`src/rtl/axi2ram_rd_data_if.sv`:
```
// AXI read-data (R) channel bundle between the RAM read-data engine and its AXI consumer.
interface axi2ram_rd_data_if #(
    parameter int C_ID  = 16,
    parameter int C_RDW = 128
);
    logic             axi_rvalid;
    logic             axi_rready;
    logic [C_ID-1:0]  axi_rid;
    logic [C_RDW-1:0] axi_rdata;
    logic [1:0]       axi_rresp;
    logic             axi_rlast;

    modport master (
        output axi_rvalid, axi_rid, axi_rdata, axi_rresp, axi_rlast,
        input  axi_rready
    );

    modport slave (
        input  axi_rvalid, axi_rid, axi_rdata, axi_rresp, axi_rlast,
        output axi_rready
    );
endinterface

```
`src/rtl/axi2ram_rd_data.sv`:
```
// Turns popped RAM read commands into AXI R beats through a 2-entry output buffer.
// Define AXI2RAM_RD_OOR_CHK_EN to answer out-of-range commands with SLVERR instead of reading the RAM.
module axi2ram_rd_data #(
    parameter int C_ID     = 16,
    parameter int C_RAM_AW = 15,
    parameter int C_RDW    = 128
) (
    input  logic                       aclk_s,
    input  logic                       rst_n,
    input  logic [C_ID+C_RAM_AW+1:0]   ram_cmd_info,
    input  logic                       ram_cmd_empty,
    output logic                       ram_cmd_pop,
    output logic                       ram_cen,
    output logic [C_RAM_AW-1:0]        ram_addr,
    input  logic [C_RDW-1:0]           ram_rdata,
    axi2ram_rd_data_if.master          axi_r
);
    localparam int IW = C_ID + C_RAM_AW + 2;
    localparam logic [1:0] RESP_OKAY   = 2'b00;
    localparam logic [1:0] RESP_SLVERR = 2'b10;

    typedef enum logic [1:0] {EMPTY, ONE, FULL} state_e;

    state_e            state_q, state_d;
    logic              rvalid_q;
    logic              inflight_q, inflight_d;
    logic [C_ID-1:0]   tag_id_q, tag_id_d;
    logic              tag_last_q, tag_last_d;
    logic [1:0]        tag_resp_q, tag_resp_d;
    logic              wr_ptr_q, wr_ptr_d;
    logic              rd_ptr_q, rd_ptr_d;
    logic [C_ID-1:0]   buf_id_q   [2];
    logic [C_RDW-1:0]  buf_data_q [2];
    logic [1:0]        buf_resp_q [2];
    logic              buf_last_q [2];
    logic [C_RDW-1:0]  beat_data_d;

    logic              cmd_last;
    logic [C_ID-1:0]   cmd_id;
    logic              cmd_oor;
    logic [1:0]        count;
    logic [2:0]        level;
    logic              rd_fire;

    assign cmd_last = ram_cmd_info[IW-1];
    assign cmd_id   = ram_cmd_info[IW-2 -: C_ID];
    assign ram_addr = ram_cmd_info[C_RAM_AW-1:0];

`ifdef AXI2RAM_RD_OOR_CHK_EN
    assign cmd_oor = ram_cmd_info[C_RAM_AW];
`else
    logic unused_oor_bit;
    assign unused_oor_bit = ram_cmd_info[C_RAM_AW];
    assign cmd_oor        = 1'b0;
`endif

    always_comb begin
        count = 2'd0;
        case (state_q)
            ONE:     count = 2'd1;
            FULL:    count = 2'd2;
            default: count = 2'd0;
        endcase
    end

    assign rd_fire = rvalid_q & axi_r.axi_rready;

    // Entries already held or on their way, minus the one leaving this cycle, must leave room.
    assign level       = {1'b0, count} + {2'b00, inflight_q} - {2'b00, rd_fire};
    assign ram_cmd_pop = rst_n & ~ram_cmd_empty & (level < 3'd2);
    assign ram_cen     = ~(ram_cmd_pop & ~cmd_oor);

    always_comb begin
        state_d = state_q;
        case ({inflight_q, rd_fire})
            2'b10:   state_d = (state_q == EMPTY) ? ONE : FULL;
            2'b01:   state_d = (state_q == FULL) ? ONE : EMPTY;
            default: state_d = state_q;
        endcase
        wr_ptr_d    = wr_ptr_q ^ inflight_q;
        rd_ptr_d    = rd_ptr_q ^ rd_fire;
        inflight_d  = ram_cmd_pop;
        tag_id_d    = ram_cmd_pop ? cmd_id : tag_id_q;
        tag_last_d  = ram_cmd_pop ? cmd_last : tag_last_q;
        tag_resp_d  = ram_cmd_pop ? (cmd_oor ? RESP_SLVERR : RESP_OKAY) : tag_resp_q;
        // A suppressed read leaves stale RAM output on the bus, so the beat carries zeros.
        beat_data_d = (tag_resp_q == RESP_SLVERR) ? '0 : ram_rdata;
    end

    always_ff @(posedge aclk_s) begin
        if (!rst_n) begin
            state_q    <= EMPTY;
            rvalid_q   <= 1'b0;
            inflight_q <= 1'b0;
            tag_id_q   <= '0;
            tag_last_q <= 1'b0;
            tag_resp_q <= RESP_OKAY;
            wr_ptr_q   <= 1'b0;
            rd_ptr_q   <= 1'b0;
            for (int i = 0; i < 2; i++) begin
                buf_id_q[i]   <= '0;
                buf_data_q[i] <= '0;
                buf_resp_q[i] <= RESP_OKAY;
                buf_last_q[i] <= 1'b0;
            end
        end else begin
            state_q    <= state_d;
            rvalid_q   <= (state_d != EMPTY);
            inflight_q <= inflight_d;
            tag_id_q   <= tag_id_d;
            tag_last_q <= tag_last_d;
            tag_resp_q <= tag_resp_d;
            wr_ptr_q   <= wr_ptr_d;
            rd_ptr_q   <= rd_ptr_d;
            if (inflight_q) begin
                buf_id_q[wr_ptr_q]   <= tag_id_q;
                buf_data_q[wr_ptr_q] <= beat_data_d;
                buf_resp_q[wr_ptr_q] <= tag_resp_q;
                buf_last_q[wr_ptr_q] <= tag_last_q;
            end
        end
    end

    assign axi_r.axi_rvalid = rvalid_q & rst_n;
    assign axi_r.axi_rid    = rst_n ? buf_id_q[rd_ptr_q]   : '0;
    assign axi_r.axi_rdata  = rst_n ? buf_data_q[rd_ptr_q] : '0;
    assign axi_r.axi_rresp  = rst_n ? buf_resp_q[rd_ptr_q] : RESP_OKAY;
    assign axi_r.axi_rlast  = rst_n & buf_last_q[rd_ptr_q];
endmodule

```
`src/flat_wrapper.sv`:
```
// flat-port wrapper written by rule: the top's interface ports become plain ports
module axi2ram_rd_data_flat 
#(
    parameter int C_ID     = 16,
    parameter int C_RAM_AW = 15,
    parameter int C_RDW    = 128
)
  (aclk_s, rst_n, ram_cmd_info, ram_cmd_empty, ram_cmd_pop, ram_cen, ram_addr, ram_rdata, axi_r_axi_rvalid, axi_r_axi_rid, axi_r_axi_rdata, axi_r_axi_rresp, axi_r_axi_rlast, axi_r_axi_rready);
  axi2ram_rd_data_if #(.C_ID(C_ID), .C_RDW(C_RDW)) axi_r_i ();
  input  logic aclk_s;
  input  logic rst_n;
  input  logic [C_ID+C_RAM_AW+1:0] ram_cmd_info;
  input  logic ram_cmd_empty;
  output logic ram_cmd_pop;
  output logic ram_cen;
  output logic [C_RAM_AW-1:0] ram_addr;
  input  logic [C_RDW-1:0] ram_rdata;
  output wire logic [$bits(axi_r_i.axi_rvalid)-1:0] axi_r_axi_rvalid;
  output wire logic [$bits(axi_r_i.axi_rid)-1:0] axi_r_axi_rid;
  output wire logic [$bits(axi_r_i.axi_rdata)-1:0] axi_r_axi_rdata;
  output wire logic [$bits(axi_r_i.axi_rresp)-1:0] axi_r_axi_rresp;
  output wire logic [$bits(axi_r_i.axi_rlast)-1:0] axi_r_axi_rlast;
  input wire logic [$bits(axi_r_i.axi_rready)-1:0] axi_r_axi_rready;
  assign axi_r_axi_rvalid = axi_r_i.axi_rvalid;
  assign axi_r_axi_rid = axi_r_i.axi_rid;
  assign axi_r_axi_rdata = axi_r_i.axi_rdata;
  assign axi_r_axi_rresp = axi_r_i.axi_rresp;
  assign axi_r_axi_rlast = axi_r_i.axi_rlast;
  assign axi_r_i.axi_rready = axi_r_axi_rready;
  axi2ram_rd_data #(.C_ID(C_ID), .C_RAM_AW(C_RAM_AW), .C_RDW(C_RDW)) u_core (.aclk_s(aclk_s), .rst_n(rst_n), .ram_cmd_info(ram_cmd_info), .ram_cmd_empty(ram_cmd_empty), .ram_cmd_pop(ram_cmd_pop), .ram_cen(ram_cen), .ram_addr(ram_addr), .ram_rdata(ram_rdata), .axi_r(axi_r_i));
endmodule
```
`config.mk`:
```
export PLATFORM = sky130hd
export DESIGN_NAME = axi2ram_rd_data_flat
export DESIGN_NICKNAME = d
export VERILOG_FILES = /design/src/rtl/axi2ram_rd_data_if.sv /design/src/rtl/axi2ram_rd_data.sv /design/src/flat_wrapper.sv
export SDC_FILE = /design/constraint.sdc
export NUM_CORES = 1
export LEC_CHECK = 0
export BUFFER_PORTS_ARGS = -buffer_cell sky130_fd_sc_hd__buf_2
export CAP_MARGIN = 20
export CORE_MARGIN = 1.5
export CORE_UTILIZATION = 55
export CTS_CLUSTER_SIZE = 16
export DETAILED_ROUTE_END_ITERATION = 10
export PLACE_DENSITY = 0.81
export SETUP_SLACK_MARGIN = 0.05
export SLEW_MARGIN = 20
export SYNTH_ARGS = -nofsm -noshare
export SYNTH_HDL_FRONTEND = slang
export SYNTH_SLANG_ARGS = --single-unit
```
`constraint.sdc`:
```
create_clock -name aclk_s -period 16.1 [get_ports aclk_s]
set_clock_uncertainty 0.1 [all_clocks]
set_input_delay 3.22 -clock aclk_s [delete_from_list [all_inputs] [get_ports aclk_s]]
set_output_delay 3.22 -clock aclk_s [all_outputs]
set_load 0.01 [all_outputs]
```
# == Word-level counts from Yosys, hierarchy flattened ==
# Memories as Yosys holds them, arrays and structs flattened. A register that Yosys moved wholly into a read port is not among the register bits.
# Index checks and enable logic that the tools add are counted.
# totals
ff_bits,23
ram_bits,290
in_bits,165
output_inout_bits,165
wordCells,54
n_memories,3
# op_classes
addsub,2
magnitude_cmp,1
n_eq_ne,4
mux,23
n_bitwise,9
n_reduce_logical,5
# mem_list
memory,depth,word_bits,read_ports,rd_clocked_by_memory_dff,wr,line_no,source
u_core.buf_data_q,2,128,1,1,2,axi2ram_rd_data.sv:33,logic [C_RDW-1:0] buf_data_q [2];
u_core.buf_id_q,2,16,1,1,2,axi2ram_rd_data.sv:32,logic [C_ID-1:0] buf_id_q [2];
u_core.buf_last_q,2,1,1,1,2,axi2ram_rd_data.sv:35,logic buf_last_q [2];
# op_table
operator,n
$mux W128,2
$reduce_or A128 Y1,1
$mux W16,2
$reduce_or A16 Y1,1
$mux W1,15
$pmux W2 S2,2
$and A1 B1 Y1,5
$eq A2 B1 Y1 const B,2
$eq A2 B2 Y1 const B,2
$mux W2,2
$add A2 B1 Y3,1
$lt A3 B2 Y1 const B,1
$sub A3 B1 Y3,1
$logic_not A2 Y1,1
$not A1 Y1,2
$reduce_bool A2 Y1,1
$xor A1 B1 Y1,2
$reduce_or A1 Y1,1

# == Longest topological paths before layout ==
# Gate-level depths: netlist of run 1.
# depth
ltp_word,7
depth_mapped,9
mapped_depth_nobuf,8

# == Worst setup path after synthesis of run 1 ==
# OpenSTA, ideal clock, no wires.
# synth_timing
path_type,input port to output port
start,in axi_r_axi_rready
end,out ram_cmd_pop
arrival_ns,4.906
required_time_ns,12.780
path_slack_ns,7.874
stages,9
n_path_buf,1
cell_sequence,nand2_1 -> ha_1 -> nor2b_1 -> nand2b_1 -> fa_1 -> xnor2_2 -> nand4b_2 -> buf_6 -> inv_1
# synth_between
elab_chain_len,4
# synth_rtl
item,line_no,source
start: declaration,flat_wrapper.sv:23,input wire logic [$bits(axi_r_i.axi_rready)-1:0] axi_r_axi_rready;
$and A1 B1 Y1,axi2ram_rd_data.sv:66,assign rd_fire = rvalid_q & axi_r.axi_rready;
$sub A3 B1 Y3,axi2ram_rd_data.sv:69,"assign level = {1'b0, count} + {2'b00, inflight_q} - {2'b00, rd_fire};"
$lt A3 B2 Y1,axi2ram_rd_data.sv:70,assign ram_cmd_pop = rst_n & ~ram_cmd_empty & (level < 3'd2);
$and A1 B1 Y1,axi2ram_rd_data.sv:70,
end: declaration,flat_wrapper.sv:14,output logic ram_cmd_pop;
# Every way passes these cells.

# == Worst setup path in the final report of run 1 ==
# layout_timing
start,in axi_r_axi_rready
end,out ram_cen
# layout_between
elab_chain_len,5
# layout_rtl
item,line_no,source
$and A1 B1 Y1,axi2ram_rd_data.sv:66,
$sub A3 B1 Y3,axi2ram_rd_data.sv:69,
$lt A3 B2 Y1,axi2ram_rd_data.sv:70,
$and A1 B1 Y1,axi2ram_rd_data.sv:70,
$not A1 Y1,axi2ram_rd_data.sv:71,assign ram_cen = ~(ram_cmd_pop & ~cmd_oor);
end: declaration,flat_wrapper.sv:15,output logic ram_cen;
# Every way passes these cells.

==> flow_summary.ini, run 1 <==
[sta]
worst_slew_pin_slew_ns = 1.08
finalCriticalPeriod_ns = 9.10
slew_headroom_pct = 27.7
hold_violations = 0
fmax_mhz = 110
grt_setup_unrepaired = no
fin_crit_sh_pct = 56.5
finalSetupViolCount = 0
totalNegativeSetupSlack_ns = 0
slew_viol_final = 0

[clock_tree]
cts-root-buf = clkbuf_16
cts_hold_buf = 0
numCtsBuffers = 34
clkTransAtPathRegs_ns = 0.05
cts_resized = 0
cts_sinks = 314
cts_max_path_buffers = 3
insertion_delay_ns = 0.50
htreeDepth = 2
cts_tree = built
post_cts_buffers = 0

[drt]
via_per_inst = 5.15
wl_um = 29200
vias = 8677
remaining_drc_errors = 0
dr.pass1.iters = 5
drt_iter0_drc = 537
postRouteAntennaNets = 0
wl_per_cell_um = 17.3

[critical_path]
path_buf_inv = 2
r2r_start = u_core.inflight_q$_SDFF_PN0_
cpMostUsedCell = buf_2
worstSetupStartpointType = input pin
ff2ff_path_depth = 3
cp_slowest_cell = nand4b_2
cp.depth = 9
cp_data_required_time_ns = 12.78
cp.arrival_ns = 5.78
crit_chain = buf_2, nand2_1, ha_1, nor2b_1, nand2b_1, fa_1, xnor2_2, nand4b_2, buf_2
crit_start = axi_r_axi_rready
crit_type = input pin to primary output
cp-end-kind = primary output
cpPeakStageDelay_ns = 0.67
path_max_fanout = 20
path_delay_family = simple AND/OR/NAND/NOR gates

[global_routing]
antenna_found_initial = 10
grt_start_max_net_pins = 120
grt_pass1_wl_um = 44500
grt_pass1_vias = 9059
grt_usage_pct = 21.5
grt_overflow = 0

[floorplanning]
coreArea_um2 = 25300
die_area_um2 = 27000
pin_count = 330
rows = 58
die_y_um = 164
die_w_um = 164
start_util_pct = 56.4

[synth]
yosysWarnings = 0
avgSynthCellArea_um2 = 13.4
netlist_area_um2 = 14300
ys_seq_elements = 314
synthCells = 1067
yosysUniqueCellTypes = 29
ys_seq_area_share_pct = 64.1

[run]
maxCapViolations = 0

[min_path]
hp-class = flip-flop to flip-flop
hold_start = u_core.buf_last_q[1]$_DFF_P_
whs_path_depth = 2

[run_status]
status = completed

[placed_design]
place_congestion = 0.744
dp_hpwl_um = 17800
postPlaceCellArea_um2 = 15800
place_inst = 1617
port_buffers = 296

[layout]
final_cell_mix = buf_2 (295), edfxtp_1 (288), and2_1 (260), mux2i_1 (164), nor2b_1 (148)
fill_cells = 1884
multi_input_area_um2 = 4620
fin_nets = 1490
layout_commonest_cell = buf_2
drive_gt1_share_pct = 26.8
stdcell_count = 1684
postLayoutCellArea_um2 = 16900
syn2layout_area_growth_pct = 18.3
area.sequential_um2 = 9170

[power_and_ir_drop]
leakage_uw = 0.00679
ir_drop_v = 0.0000883
p_per_area_nw_per_um2 = 109
==> power breakdown <==
part	switching [uW]	internal (uW)	leakage [uW]	total [uW]
logic	88.4	64.1	0.00303	152
registers	15.9	943	0.00323	959
clock network	303	432	0.000518	735
total	407	1440	0.00679	1850
==> path summary, 6_finish.rpt <==
path | slack (ns) | end
min | 0.37 | u_core.buf_last_q[1]$_DFF_P_
min reg2reg | 0.37 | u_core.buf_last_q[1]$_DFF_P_
max | 7.00 | ram_cen
max reg2reg | 12.61 | u_core.buf_data_q[0][53]$_SDFFCE_PN0P_
==> through the flow <==
step	total power [uW]	utilization, %	hold slack (ns)	worst slack (ns)
6_report	1850	66.8	0.369	7.00
4_1_cts	1860	66.7	0.370	6.98
5_1_grt	1910	66.7	0.419	6.80
3_3_place_gp	1120	62.4	0.357	7.02
3_5_place_dp	1130	62.5	0.366	6.98
2_1_floorplan	1070	-	0.343	7.87
==> kinds of logic after synthesis <==
family | Yosys count | synth area share, %
AOI/OAI and AO/OA | 5 | 0.280
adders and majority gates | 2 | 0.228
buffers and inverters | 104 | 3.77
and+or+nand+nor | 474 | 19.8
xor gates and xnor gates | 2 | 0.175
muxes | 165 | 11.6
other | 1 | 0.0262
DFF | 314 | 64.1
==> sequential cells by signal, indices dropped and copies added, names as in the netlist, named ones only <==
name,flops
u_core.tag_last_q,1
u_core.rvalid_q,1
u_core.state_q,2
u_core.buf_data_q,256
u_core.buf_id_q,32
u_core.wr_ptr_q,1
u_core.tag_id_q,16
u_core.rd_ptr_q,1
u_core.buf_last_q,2
u_core.inflight_q,1
==> synth_stat cells, drive strengths merged <==
master,n,share of area (%)
a21boi,2,0.10
a221oi,1,0.061
and2,260,11
and3,1,0.044
buf,43,2.0
clkbuf,42,1.3
conb,1,0.026
dfxtp,26,3.6
edfxtp,288,60
fa,1,0.14
ha,1,0.088
inv,19,0.50
mux2,1,0.079
mux2i,164,11
nand2,24,0.63
nand2b,3,0.13
nand3,2,0.070
nand4b,1,0.10
nor2,34,0.89
nor2b,149,6.6
o21ai,1,0.035
o221a,1,0.079
xnor2,2,0.18
==> metal layers <==
layer	track usage, %	vias up	wire (um)
met5	0	-	24
met4	8.14	4	875
met3	6.67	67	2540
met2	38.3	302	14500
met1	23.9	4167	11300
li1	-	4137	-
==> layout make-up <==
type	count	share of cell area, %
antenna	8	0.118
clock buffer	44	5.63
clock inverter	15	0.570
inverter	19	0.422
multi-input combinational	650	27.3
sequential	314	54.2
tap	330	2.44
timing repair buffer	304	9.25
==> worst min-delay path, cell delays in order, from the launching register on <==
cell	delay [ns]
dfxtp_1	0.31
nand2_1	0.05
a21boi_0	0.06
(Power assumes the default switching activity.)
==> run 2: changes to the inputs <==
--- a/config.mk
+++ b/config.mk
@@ -8,10 +8,10 @@
 export BUFFER_PORTS_ARGS = -buffer_cell sky130_fd_sc_hd__buf_2
 export CAP_MARGIN = 20
 export CORE_MARGIN = 1.5
-export CORE_UTILIZATION = 55
+export CORE_UTILIZATION = 49
 export CTS_CLUSTER_SIZE = 16
 export DETAILED_ROUTE_END_ITERATION = 10
-export PLACE_DENSITY = 0.81
+export PLACE_DENSITY = 0.77
 export SETUP_SLACK_MARGIN = 0.05
 export SLEW_MARGIN = 20
 export SYNTH_ARGS = -nofsm -noshare
==> constraint.sdc (replaced) <==
create_clock -name aclk_s -period 7.65 [get_ports aclk_s]
set_clock_uncertainty 0.1 [all_clocks]
set_input_delay 1.53 -clock aclk_s [delete_from_list [all_inputs] [get_ports aclk_s]]
set_output_delay 1.53 -clock aclk_s [all_outputs]
set_load 0.01 [all_outputs]
==> flow_summary.ini, run 2 (synthesis results as in run 1) <==
[layout]
largest_reg_flops = 256
fill_cells = 2284
layout_commonest_cell = buf_2
largest-register = u_core.buf_data_q
reg_top3 = u_core.buf_data_q (256), u_core.buf_id_q (32), u_core.tag_id_q (16)
syn2layout_area_growth_pct = 19.2
area.sequential_um2 = 9170
final_cell_mix = buf_2 (295), edfxtp_1 (288), and2_1 (260), mux2i_1 (164), nor2b_1 (148)
fin_nets = 1493
drive_gt1_share_pct = 26.7
multi_input_area_um2 = 4620

[sta]
slew_headroom_pct = 28.7
hold_violations = 0
finalCriticalPeriod_ns = 5.27
grt_setup_unrepaired = no
holdWs_ns = 0.370
slew_viol_final = 0
totalNegativeSetupSlack_ns = 0
worst_slew_pin_slew_ns = 1.07
fin_crit_sh_pct = 68.9
fmax_mhz = 190
finalSetupViolCount = 0

[power_and_ir_drop]
p_clk_share_pct = 41.2
leakage_uw = 0.00681
p_int_uw = 3110
ir_drop_v = 0.000183
comb_power_share_pct = 8.1
seqPwrFrac_pct = 50.8
p_per_area_nw_per_um2 = 233
p_sw_share_pct = 21.7
p_sw_uw = 861

[clock_tree]
insertion_delay_ns = 0.49
cts_sinks = 314
cts-root-buf = clkbuf_16
htreeDepth = 2
post_cts_buffers = 0
cts_tree = built
clkTransAtPathRegs_ns = 0.06
cts_hold_buf = 0
cts_max_path_buffers = 3
cts_resized = 0
numCtsBuffers = 35

[critical_path]
crit_start = axi_r_axi_rready
ff2ff_path_depth = 3
cp-end-kind = primary output
path_max_fanout = 20
worstSetupStartpointType = input pin
r2r_end = u_core.buf_data_q[1][42]$_SDFFCE_PN0P_
crit_path_end = ram_cmd_pop
r2r_start = u_core.inflight_q$_SDFF_PN0_
crit_type = input pin to primary output
cp.arrival_ns = 3.64
cp_data_required_time_ns = 6.02
rrSetupSlack_ns = 4.20

[placed_design]
place_congestion = 0.726
dp_hpwl_um = 17500
port_buffers = 296

[floorplanning]
die_y_um = 174
die_area_um2 = 30200
coreArea_um2 = 28700
die_w_um = 174
start_util_pct = 49.8
pin_count = 330
rows = 62

[global_routing]
grt_usage_pct = 19.2
antenna_found_initial = 7
grt_pass1_wl_um = 46100
grt_overflow = 0
grt_start_max_net_pins = 104
grt_pass1_vias = 8884

[run_status]
status = completed

[run]
maxCapViolations = 0

[drt]
wl_per_cell_um = 16.8
wl_um = 29200
postRouteAntennaNets = 0
drt_iter0_drc = 478
via_per_inst = 4.90
dr.pass1.iters = 5
vias = 8518
remaining_drc_errors = 0

[min_path]
hp-class = flip-flop to flip-flop
[run 2: layer usage]
layer	up-vias	track usage, %	share of wire [%]
met5	-	0	0.093
met4	4	6.32	1.8
met3	47	5.42	7.1
met2	246	33.2	50
met1	4086	23.2	41
li1	4135	-	-
[run 2: metrics by stage]
| stage | cell area, um2 | power (uW) | std cells | util (%) | setup WS (ns) |
|---|---|---|---|---|---|
| finish | 17000 | 3970 | 1739 | 59.4 | 2.38 |
| CTS | 17000 | 4010 | 1734 | 59.3 | 2.38 |
| global placement | 15900 | 2370 | 1673 | 55.4 | 2.43 |
| detailed placement | 15900 | 2380 | 1673 | 55.4 | 2.39 |
| global route | 17000 | 4110 | 1738 | 59.4 | 2.25 |
| floorplan | 14300 | 2260 | 1068 | - | 2.04 |
[run 2: critical path, cell delays in order]
cell      delay, ns
buf_2          0.07
nand2_1        0.09
ha_1           0.37
nor2b_1        0.20
nand2b_1       0.10
fa_1           0.46
xnor2_2        0.16
nand4b_2       0.08
buf_4          0.35
inv_1          0.06
buf_2          0.14
[run 2: worst min-delay path by stage]
| stage | from | endpoint | cells after the start |
|---|---|---|---|
| 4_1_cts | u_core.buf_last_q[1]$_DFF_P_ | u_core.buf_last_q[1]$_DFF_P_ | 2 |
| 5_1_grt | u_core.buf_last_q[1]$_DFF_P_ | u_core.buf_last_q[1]$_DFF_P_ | 2 |
| 6_report | u_core.buf_last_q[1]$_DFF_P_ | u_core.buf_last_q[1]$_DFF_P_ | 2 |
| 2_1_floorplan | u_core.buf_last_q[1]$_DFF_P_ | u_core.buf_last_q[1]$_DFF_P_ | 2 |
| 3_3_place_gp | u_core.buf_last_q[1]$_DFF_P_ | u_core.buf_last_q[1]$_DFF_P_ | 2 |
| 3_5_place_dp | u_core.buf_last_q[1]$_DFF_P_ | u_core.buf_last_q[1]$_DFF_P_ | 2 |
[run 2: layout make-up]
cell class	instances	area share, %
clock buffer	48	5.73
clock inverter	13	0.815
antenna	5	0.0734
inverter	19	0.418
multi-input combinational	650	27.1
tap	384	2.82
timing repair buffer	306	9.22
sequential	314	53.8
[run 2: power by group through the flow]
stage	clock network, uW	registers, uW	logic, uW
floorplan	0	2050	205
global route	1730	2030	354
CTS	1660	2020	327
global placement	0	2050	320
detailed placement	0	2050	325
finish	1640	2020	320
==> run 3: changes to the inputs <==
--- a/config.mk
+++ b/config.mk
@@ -8,10 +8,10 @@
 export BUFFER_PORTS_ARGS = -buffer_cell sky130_fd_sc_hd__buf_2
 export CAP_MARGIN = 20
 export CORE_MARGIN = 1.5
-export CORE_UTILIZATION = 49
+export CORE_UTILIZATION = 54
 export CTS_CLUSTER_SIZE = 16
 export DETAILED_ROUTE_END_ITERATION = 10
-export PLACE_DENSITY = 0.77
+export PLACE_DENSITY = 0.8
 export SETUP_SLACK_MARGIN = 0.05
 export SLEW_MARGIN = 20
 export SYNTH_ARGS = -nofsm -noshare
==> constraint.sdc (replaced) <==
create_clock -name aclk_s -period 5.4 [get_ports aclk_s]
set_clock_uncertainty 0.1 [all_clocks]
set_input_delay 1.08 -clock aclk_s [delete_from_list [all_inputs] [get_ports aclk_s]]
set_output_delay 1.08 -clock aclk_s [all_outputs]
set_load 0.01 [all_outputs]
==> flow_summary.ini, run 3 (synthesis results as in run 1) <==
[floorplanning]
rows = 59
die_y_um = 166
die_w_um = 166
die_area_um2 = 27500
coreArea_um2 = 26000
start_util_pct = 55.0
pin_count = 330

[clock_tree]
cts_sinks = 314
cts_resized = 0
cts_tree = built
numCtsBuffers = 34
cts-root-buf = clkbuf_16
htreeDepth = 2
clkTransAtPathRegs_ns = 0.06
insertion_delay_ns = 0.49
post_cts_buffers = 0
cts_hold_buf = 0
cts_max_path_buffers = 3

[placed_design]
place_inst = 1624
postPlaceCellArea_um2 = 15900
place_congestion = 0.755
port_buffers = 296
pre_cts_slack_ns = 1.31
dp_hpwl_um = 17400

[layout]
drive_gt1_share_pct = 26.8
layout_commonest_cell = buf_2
final_util_pct = 65.5
largest_reg_flops = 256
final_cell_mix = buf_2 (295), edfxtp_1 (288), and2_1 (260), mux2i_1 (164), nor2b_1 (148)
postLayoutCellArea_um2 = 17000
fill_cells = 1978
largest-register = u_core.buf_data_q
syn2layout_area_growth_pct = 19.0
stdcell_count = 1686
reg_top3 = u_core.buf_data_q (256), u_core.buf_id_q (32), u_core.tag_id_q (16)
fin_nets = 1492

[sta]
totalNegativeSetupSlack_ns = 0
finalCriticalPeriod_ns = 4.07
slew_viol_final = 0
worst_slew_pin_slew_ns = 1.09
fmax_mhz = 245
hold_violations = 0
slew_headroom_pct = 27.5
grt_setup_unrepaired = no
fin_ws_ns = 1.33
finalSetupViolCount = 0
fin_crit_sh_pct = 75.4

[global_routing]
grt_overflow = 0
grt_pass1_vias = 8778
grt_usage_pct = 20.6
grt_start_max_net_pins = 129
antenna_found_initial = 9
grt_pass1_wl_um = 45300

[critical_path]
cp_slowest_cell = fa_1
crit_chain = buf_2, nand2_1, ha_1, nor2b_1, nand2b_1, fa_1, xnor2_2, nand4b_2, inv_1, buf_2
cp_data_required_time_ns = 4.22
cp-end-kind = primary output
path_max_fanout = 6
crit_type = input pin to primary output
cpPeakStageDelay_ns = 0.47
cp.arrival_ns = 2.89
cpMostUsedCell = buf_2
worstSetupStartpointType = input pin

[drt]
postRouteAntennaNets = 0
wl_per_cell_um = 17.1
wl_um = 28800
via_per_inst = 5.14
dr.pass1.iters = 5
vias = 8667
drt_iter0_drc = 494
remaining_drc_errors = 0

[power_and_ir_drop]
p_per_area_nw_per_um2 = 327
ir_drop_v = 0.000254
leakage_uw = 0.00682

[run]
maxCapViolations = 0

[run_status]
status = completed

[min_path]
hp-class = flip-flop to flip-flop
[run 3: through the flow]
stage | total power, uW | hold WS [ns]
2_1_floorplan | 3200 | 0.343
5_1_grt | 5760 | 0.408
3_3_place_gp | 3350 | 0.354
6_report | 5570 | 0.368
4_1_cts | 5610 | 0.372
3_5_place_dp | 3370 | 0.364
[run 3: report_power, final]
group | total, uW | internal, uW | leakage, uW | switching [uW]
clock network | 2250 | 1380 | 0.000533 | 877
registers | 2850 | 2810 | 0.00323 | 40.6
logic | 465 | 194 | 0.00306 | 270
[run 3: final timing paths]
kind,startpoint,endpoint,slack (ns),cells past startpoint
setup / recovery,axi_r_axi_rready,ram_cmd_pop,1.33,10
hold / removal,u_core.buf_last_q[1]$_DFF_P_,u_core.buf_last_q[1]$_DFF_P_,0.37,2
setup reg to reg,u_core.inflight_q$_SDFF_PN0_,u_core.buf_id_q[0][5]$_SDFFCE_PN0P_,2.68,3
hold reg to reg,u_core.buf_last_q[1]$_DFF_P_,u_core.buf_last_q[1]$_DFF_P_,0.37,2
[run 3: final cells by class]
class                      instances  area, um2  share of cell area, %
clock buffer                      48        997                   5.86
sequential                       314       9170                   53.9
clock inverter                     9       93.8                  0.552
tap                              335        419                   2.46
inverter                          19       71.3                  0.419
antenna                            5       12.5                 0.0736
timing repair buffer             306       1620                   9.53
multi-input combinational        650       4620                   27.2
[run 3: metal layers]
metal / vias up / GRT usage [%] / routed length (um)
met1: 4175 / 25.9 / 11700
met4: 8 / 8.42 / 993
met5: - / 0 / 43
met2: 279 / 34.1 / 14100
met3: 71 / 5.28 / 2010
li1: 4134 / - / -
[run 3: critical path: cells and delay by family]
| family | cells | cell delay, ns |
|---|---|---|
| adder cells (fa/ha/maj) | 2 | 0.84 |
| AND/OR/NAND/NOR | 4 | 0.52 |
| buffers and inverters | 3 | 0.27 |
| XOR/XNOR | 1 | 0.18 |
